### src/rtl/cpu_pkg.sv
// Shared fetch-stage definitions: address width, next-PC select codes,
// NOP word and fetch progress states.
package cpu_pkg;

  localparam int ADDR_W = 11;

  localparam logic [1:0] PC_INC   = 2'b00;
  localparam logic [1:0] PC_START = 2'b01;
  localparam logic [1:0] PC_BR    = 2'b10;
  localparam logic [1:0] PC_HOLD  = 2'b11;

  localparam logic [31:0] NOP_WORD = 32'h0000_0000;

  typedef enum logic [1:0] {
    ST_IDLE      = 2'd0,
    ST_ADDR_WAIT = 2'd1,
    ST_DATA_RDY  = 2'd2,
    ST_CAPTURED  = 2'd3
  } fetch_state_t;

endpackage

### src/rtl/pc_reg.sv
// Program counter register with next-PC select, wrap-around increment and
// a flag telling whether the coming edge really moves the PC.
module pc_reg
  import cpu_pkg::*;
#(
  parameter int START_PC = 0
) (
  input  logic              i_clk,
  input  logic              i_rst_n,
  input  logic              i_load,
  input  logic [1:0]        i_sel,
  input  logic [ADDR_W-1:0] i_br_target,
  output logic [ADDR_W-1:0] o_pc,
  output logic              o_changed
);

  localparam logic [ADDR_W-1:0] START_ADDR = ADDR_W'(START_PC);
  localparam logic [ADDR_W-1:0] ONE        = ADDR_W'(1);

  logic [ADDR_W-1:0] r_pc;
  logic [ADDR_W-1:0] w_pc_next;

  always_comb begin
    w_pc_next = r_pc;
    if (i_load) begin
      case (i_sel)
        PC_INC:   w_pc_next = r_pc + ONE;
        PC_START: w_pc_next = START_ADDR;
        PC_BR:    w_pc_next = i_br_target;
        default:  w_pc_next = r_pc;
      endcase
    end
  end

  always_ff @(posedge i_clk or negedge i_rst_n) begin
    if (!i_rst_n) begin
      r_pc <= START_ADDR;
    end else begin
      r_pc <= w_pc_next;
    end
  end

  // Reloading the same address is not a change, so the RAM read stays valid.
  assign o_changed = (w_pc_next != r_pc);
  assign o_pc      = r_pc;

endmodule

### src/rtl/fetch_unit.sv
// Instruction-fetch stage: PC, instruction register and RAM read-latency
// tracking that flags an instruction captured before its data settled.
module fetch_unit
  import cpu_pkg::*;
#(
  parameter int START_PC = 0,
  parameter int RAM_LAT  = 1
) (
  input  logic              i_clk,
  input  logic              i_rst_n,
  input  logic              i_load_pc,
  input  logic [1:0]        i_sel_pc,
  input  logic [ADDR_W-1:0] i_br_target,
  input  logic              i_load_ir,
  input  logic [31:0]       i_ram_rd_data1,
  output logic [ADDR_W-1:0] o_ram_addr1,
  output logic [ADDR_W-1:0] o_pc,
  output logic [ADDR_W-1:0] o_pc_ir,
  output logic [31:0]       o_instr,
  output logic              o_instr_valid,
  output logic              o_fetch_err
);

  localparam logic [1:0] LAT_MAX = 2'(RAM_LAT);

  logic [ADDR_W-1:0] w_pc;
  logic              w_pc_changed;
  logic              w_data_ok;
  logic [1:0]        w_lat_next;
  logic [1:0]        r_lat_cnt;
  fetch_state_t      r_state;
  fetch_state_t      w_state_next;
  logic [31:0]       r_instr;
  logic [ADDR_W-1:0] r_pc_ir;
  logic              r_instr_valid;
  logic              r_fetch_err;

  pc_reg #(
    .START_PC (START_PC)
  ) u_pc_reg (
    .i_clk       (i_clk),
    .i_rst_n     (i_rst_n),
    .i_load      (i_load_pc),
    .i_sel       (i_sel_pc),
    .i_br_target (i_br_target),
    .o_pc        (w_pc),
    .o_changed   (w_pc_changed)
  );

  assign w_data_ok = (r_lat_cnt == LAT_MAX);

  always_comb begin
    w_lat_next = r_lat_cnt;
    if (w_pc_changed) begin
      w_lat_next = 2'd0;
    end else if (!w_data_ok) begin
      w_lat_next = r_lat_cnt + 2'd1;
    end
  end

  always_comb begin
    w_state_next = r_state;
    case (r_state)
      ST_IDLE: begin
        if (i_load_pc) w_state_next = ST_ADDR_WAIT;
      end
      ST_ADDR_WAIT: begin
        if (w_lat_next == LAT_MAX) w_state_next = ST_DATA_RDY;
      end
      ST_DATA_RDY: begin
        if (w_pc_changed)   w_state_next = ST_ADDR_WAIT;
        else if (i_load_ir) w_state_next = ST_CAPTURED;
      end
      ST_CAPTURED: begin
        if (w_pc_changed) w_state_next = ST_ADDR_WAIT;
      end
      default: w_state_next = ST_IDLE;
    endcase
  end

  always_ff @(posedge i_clk or negedge i_rst_n) begin
    if (!i_rst_n) begin
      r_state   <= ST_IDLE;
      r_lat_cnt <= 2'd0;
    end else begin
      r_state   <= w_state_next;
      r_lat_cnt <= w_lat_next;
    end
  end

  // Capture samples the pre-update PC and latency; a stale capture still loads.
  always_ff @(posedge i_clk or negedge i_rst_n) begin
    if (!i_rst_n) begin
      r_instr       <= NOP_WORD;
      r_pc_ir       <= '0;
      r_instr_valid <= 1'b0;
      r_fetch_err   <= 1'b0;
    end else if (i_load_ir) begin
      r_instr       <= i_ram_rd_data1;
      r_pc_ir       <= w_pc;
      r_instr_valid <= w_data_ok;
      if (!w_data_ok) r_fetch_err <= 1'b1;
    end
  end

  assign o_ram_addr1   = w_pc;
  assign o_pc          = w_pc;
  assign o_pc_ir       = r_pc_ir;
  assign o_instr       = r_instr;
  assign o_instr_valid = r_instr_valid;
  assign o_fetch_err   = r_fetch_err;

endmodule

### config.mk
export PLATFORM = sky130hd
export DESIGN_NAME = fetch_unit
export DESIGN_NICKNAME = d
export VERILOG_FILES = /design/src/rtl/cpu_pkg.sv /design/src/rtl/pc_reg.sv /design/src/rtl/fetch_unit.sv
export SDC_FILE = /design/constraint.sdc
export NUM_CORES = 1
export LEC_CHECK = 0
export ABC_AREA = 1
export ABC_CLOCK_PERIOD_IN_PS = 2200
export CAP_MARGIN = 20
export CORE_ASPECT_RATIO = 0.6
export CORE_UTILIZATION = 44
export CTS_BUF_LIST = sky130_fd_sc_hd__clkbuf_4
export DETAILED_ROUTE_END_ITERATION = 8
export PLACE_DENSITY = 0.91
export SLEW_MARGIN = 5
export SYNTH_ARGS = -nofsm -noshare
export SYNTH_HDL_FRONTEND = slang
export SYNTH_SLANG_ARGS = --single-unit
### constraint.sdc
create_clock -name i_clk -period 2.2 [get_ports i_clk]
set_input_delay 0.33 -clock i_clk [delete_from_list [all_inputs] [get_ports i_clk]]
set_output_delay 0.33 -clock i_clk [all_outputs]
set_load 0.1 [all_outputs]
======== After elaboration in Yosys (flattened, before gate mapping) ========
Index checks and enable logic that the tools add are counted.
operators by class
  add/subtract/negate cells ............... 2
  equality and inequality tests ........... 5
  bitwise operators ....................... 1
  multiplexer cells ....................... 4
  reduce and logical (&&, ||, !) cells .... 2
operators by type and width
  operator               number
  $pmux 11 s3            1
  $add 11x1->11 const B  1
  $mux 11                1
  $ne 11x11->1           1
  $eq 2x1->1 const B     2
  $mux 2                 2
  $add 2x1->2 const B    1
  $eq 2x2->1 const B     1
  $logic_not 2->1        1
  $ne 2x1->1 const B     1
  $reduce_and 2->1       1
  $not 1->1              1
storage, ports and cells
  register bits ........................... 58
  output and inout port bits .............. 67
  word-level logic and storage cells ...... 20
  bits of input ports ..................... 49

======== Logic depth before layout (Yosys ltp) ========
Gate-level depths: netlist (run 1).
  word-level depth ........................ 5
  depth in mapped cells ................... 13

======== By module ========
A second synthesis (run 1) with hierarchy kept.
unflattened totals
  cells, all modules ...................... 381
  area, all modules ....................... 3006.6 um2
by module, submodules not included
  module      cells an instance  times used  area each (um2)
  fetch_unit  212                1           1940.6
  pc_reg      169                1           1066.0

======== Worst setup path after synthesis (run 1) ========
No wires, ideal clock.
  kind .................................... flip-flop to flip-flop
  start ................................... register u_pc_reg.r_pc[1], in the netlist u_pc_reg.o_pc[1]
  end ..................................... register r_lat_cnt[0]
  cell stages (with the launch flop) ...... 14
  data arrival time ....................... 2.340 ns
  data required time ...................... 2.129 ns
  slack ................................... -0.212 ns
  buffers on the path ..................... 0
  path through ............................ dfrtp_1 -> ha_1 -> nand2_1 -> nor2_1 -> nand2_1 -> nand3_1 -> nand2_1 -> nand3_1 -> o21ai_1 -> nor2_1 -> nand2_1 -> nor2_1 -> nand2_1 -> nor2_1
between the ends
  cells in the longest elaborated chain, start to end .. 5
  elaborated cells between the ends (all ways) .. 6
  classes of those cells .................. add/sub: 1; eq/ne: 2; mux: 3
RTL lines
  item                                                   RTL line          RTL
  from (decl)                                            pc_reg.sv:20      logic [ADDR_W-1:0] r_pc;
  from (signal assigned)                                 pc_reg.sv:39      r_pc <= w_pc_next;
  $add 11x1->11                                          pc_reg.sv:27      PC_INC: w_pc_next = r_pc + ONE;
  $pmux 11 s3                                            pc_reg.sv:26      case (i_sel)
  $mux 11                                                pc_reg.sv:25      if (i_load) begin
  $ne 11x11->1 (*)                                       pc_reg.sv:44      assign o_changed = (w_pc_next != r_pc);
  $ne 2x1->1 (no source line) or $mux 2 (tied branches)  n/a
  to (signal assigned)                                   fetch_unit.sv:87  r_lat_cnt <= w_lat_next;
  to (decl)                                              fetch_unit.sv:30  logic [1:0] r_lat_cnt;
Every way passes the cells marked *; elsewhere a longest branch is shown, timed or not.
A chain may end at the register's enable or synchronous reset.

======== Final worst setup path (run 1) ========
Ends and elaborated chain as after synthesis.

==> metrics.txt, run 1 <==
status=complete, no violations; CP max stage delay=450 ps; CTS tree=done; Yosys cell types=25; worst IR drop on VDD=681 µV; starting density of the core=0.457; CTS Sinks=58; worst setup path end=r_lat_cnt[0]; Sw Share=0.488; fin nets=516; Worst Path Buf+Inv=0; CP endpoint kind=flop; clk slew on worst S/H paths=100 ps; Top cell by count, worst path=nand2_1; Crit Path Class=flop to flop; R2R Path Start=u_pc_reg.o_pc[1]; violation count after the first detailed-routing iteration=111; Tcrit/Tclk final=0.917; CP max FO=8; leakage=2.04 nW; first-pass GRT wire length=12,200 µm; reg2reg setup slack=180 ps; Comb pwr share=0.456; Tot Pwr=0.00397 W; FF-to-FF End=r_lat_cnt[0]; Ys Warns=0; filler instances=540; PnR worst setup slack=182 ps; Critical Path RT=2520 ps; final wirelength=7490 µm; DR pass1 iterations=4; grt total ovfl=0; Crit. Startpoint=u_pc_reg.o_pc[1]; post-synthesis cell count=354; pwr dens=998 nW/µm²; CP max stage cell=dfrtp_2; dpl cells=537; Power Internal=0.00203 W; flip-flop and latch area=1460 µm²; CTS Hold Bufs=1; # diodes=0; wire per inst=13.5 µm; Reg power frac=0.326; cell depth of the worst flop-to-flop path=13; number of global-route vias before repair=2,499; switching power=0.00194 W; Slew headroom=0.568; #FFs+latches synth=58; Port-buffer cells=115; Post-route DRC=0; post_cts resized=0; final hold viol count=0; DIE AREA=6680 µm²; clk_skew=20.4 ps; Synth-to-Final Area Change=42.5%; total number of vias=2,740; post-layout min period=2020 ps; RSZ-0062 raised after global routing=no; worst-skew pair later-pin latency=400 ps; setup bufs post-CTS=0; Max-Cap Viols=0; Total GRT Usage=0.238; Placeable Area=6110 µm²; share of cells above drive strength 1=0.213; gpl congestion=0.897; Mean Syn Cell Area=7.89 µm²; actual slew at the worst max-slew pin=647 ps; DR vias/cell=4.95; post-placement worst setup slack=87.8 ps; Max Clk Rate=0.495 GHz; hold crit path type=input port to flop; final max-slew violation count=0; row count=22; Finished Core Util=0.651; width of the chip=105 µm; Finish-stage setup viols=0; antenna violations before repair=0; Die Span Y=63.7 µm; critical path's top delay family=simple AND/OR/NAND/NOR gates; Finished Layout Cells=554; crit path cell chain=ha_1 > nand2_1 > nor2_1 > nand2_1 > nand3_1 > nand2_1 > nand3_1 > o21ai_1 > nor2_1 > nand2_1 > nor2_1 > nand2_1 > nor2_1; clk root buf=clkbuf_4; clock network power share=0.217; register area share after synthesis=0.520; post-route setup TNS=0 ps; Post-Syn Area=2790 µm²; H-tree Lvls=3; largest net degree at the start of global routing=45; Post-Syn Nets=405; worst hold stages=3; DP HPWL=5570 µm; critical path data arrival time=2340 ps; area of the multi-input gates=1130 µm²; CTS max path bufs=2; CTS Buf Count=9; number of cells on the critical path=13; Startpoint Class=flop; DRT antenna net count=0; IO Count=116
state kept, by name, summed over array words and instances (netlist names):
signal,flops
r_lat_cnt,2
o_fetch_err,1
o_instr,32
o_pc_ir,11
o_instr_valid,1
u_pc_reg.o_pc,11
per-stage QoR:
step	hold WS (ps)	instance area, µm²
2_1_floorplan	34.4	2800
4_1_cts	436	3980
3_5_place_dp	392	3810
5_1_grt	440	3980
6_report	462	3980
3_3_place_gp	389	3810
power by group through the flow:
stage          sequential [W]  clock (W)  combinational (W)
3_5_place_dp          0.00131          0            0.00181
5_1_grt               0.00131   0.000937            0.00188
3_3_place_gp          0.00131          0            0.00179
6_report              0.00130   0.000864            0.00181
2_1_floorplan         0.00214          0           0.000553
4_1_cts               0.00129   0.000889            0.00181
cells by family after synthesis:
family	share of synthesized area
flip-flops	0.520
adder cells (fa/ha/maj)	0.00896
XOR/XNOR	0.00628
AO/OA/AOI/OAI	0.0856
AND/OR/NAND/NOR	0.304
buffers and inverters	0.0749
worst min-delay path, delay by kind of cell:
family,cells,cell delay [ps]
buffers and inverters,1,390
AND/OR/NAND/NOR,2,100
cell usage in the layout, fill, tap and decap left out:
cell,count
a21oi_1,3
nand2_1,148
nand3_2,1
o21bai_1,1
o21a_1,1
a22oi_1,7
nor2_2,1
nor2_1,23
ha_1,2
inv_2,4
dlygate4sd3_1,1
nand3_1,30
o21ai_1,7
buf_4,70
dfrtp_1,55
nand4_1,2
clkinv_1,2
bufinv_16,2
xor2_1,2
nand2_2,1
buf_2,1
dfrtp_2,3
o21ai_0,21
clkinv_4,1
inv_1,17
nand2_4,1
o21ai_4,1
clkinv_2,1
or2_2,1
clkbuf_4,10
clkdlybuf4s50_1,47
buf_12,2
nor3_1,1
cells in the mapped netlist (all sizes together):
master | instances | area share
inv | 21 | 0.028
buf | 11 | 0.030
clkbuf | 10 | 0.017
or2 | 1 | 0.0022
nor2 | 24 | 0.033
o21ai | 29 | 0.056
nor3 | 1 | 0.0018
a22oi | 7 | 0.019
nand3 | 31 | 0.057
o21a | 1 | 0.0027
nand2 | 150 | 0.21
dfrtp | 58 | 0.52
ha | 2 | 0.0090
xor2 | 2 | 0.0063
nand4 | 2 | 0.0045
a21oi | 3 | 0.0054
o21bai | 1 | 0.0027
layout make-up:
class / count / share of cell area
clock buffers: 10 / 0.0189
repair buffers: 121 / 0.264
inverters: 21 / 0.0198
clock inverters: 6 / 0.0204
flip-flops and latches: 58 / 0.366
multi-input cells: 254 / 0.284
well taps: 84 / 0.0264
worst min-delay path by stage:
stage	startpoint	to
6_report	i_ram_rd_data1[7]	o_instr[7]
5_1_grt	i_ram_rd_data1[31]	o_instr[31]
4_1_cts	i_ram_rd_data1[7]	o_instr[7]
3_5_place_dp	i_rst_n	o_instr[24]
3_3_place_gp	i_rst_n	o_instr[24]
2_1_floorplan	i_rst_n	o_fetch_err
routing by layer:
metal	global-route usage	vias up	share of wire
met1	0.338	1275	0.49
met5	0	-	0
met3	0.0621	15	0.049
met2	0.345	101	0.43
li1	-	1349	-
met4	0.0968	0	0.023
Note: power is estimated with default switching activity, not from simulation.
==> run 2: changes to the inputs <==
--- a/config.mk
+++ b/config.mk
@@ -9,6 +9,7 @@
 export ABC_CLOCK_PERIOD_IN_PS = 2200
 export CAP_MARGIN = 20
 export CORE_ASPECT_RATIO = 0.6
+export CORE_MARGIN = 1
 export CORE_UTILIZATION = 44
 export CTS_BUF_LIST = sky130_fd_sc_hd__clkbuf_4
 export DETAILED_ROUTE_END_ITERATION = 8
==> results of run 2 <==
The final DEF is identical to that of run 1; final timing and power are the same.
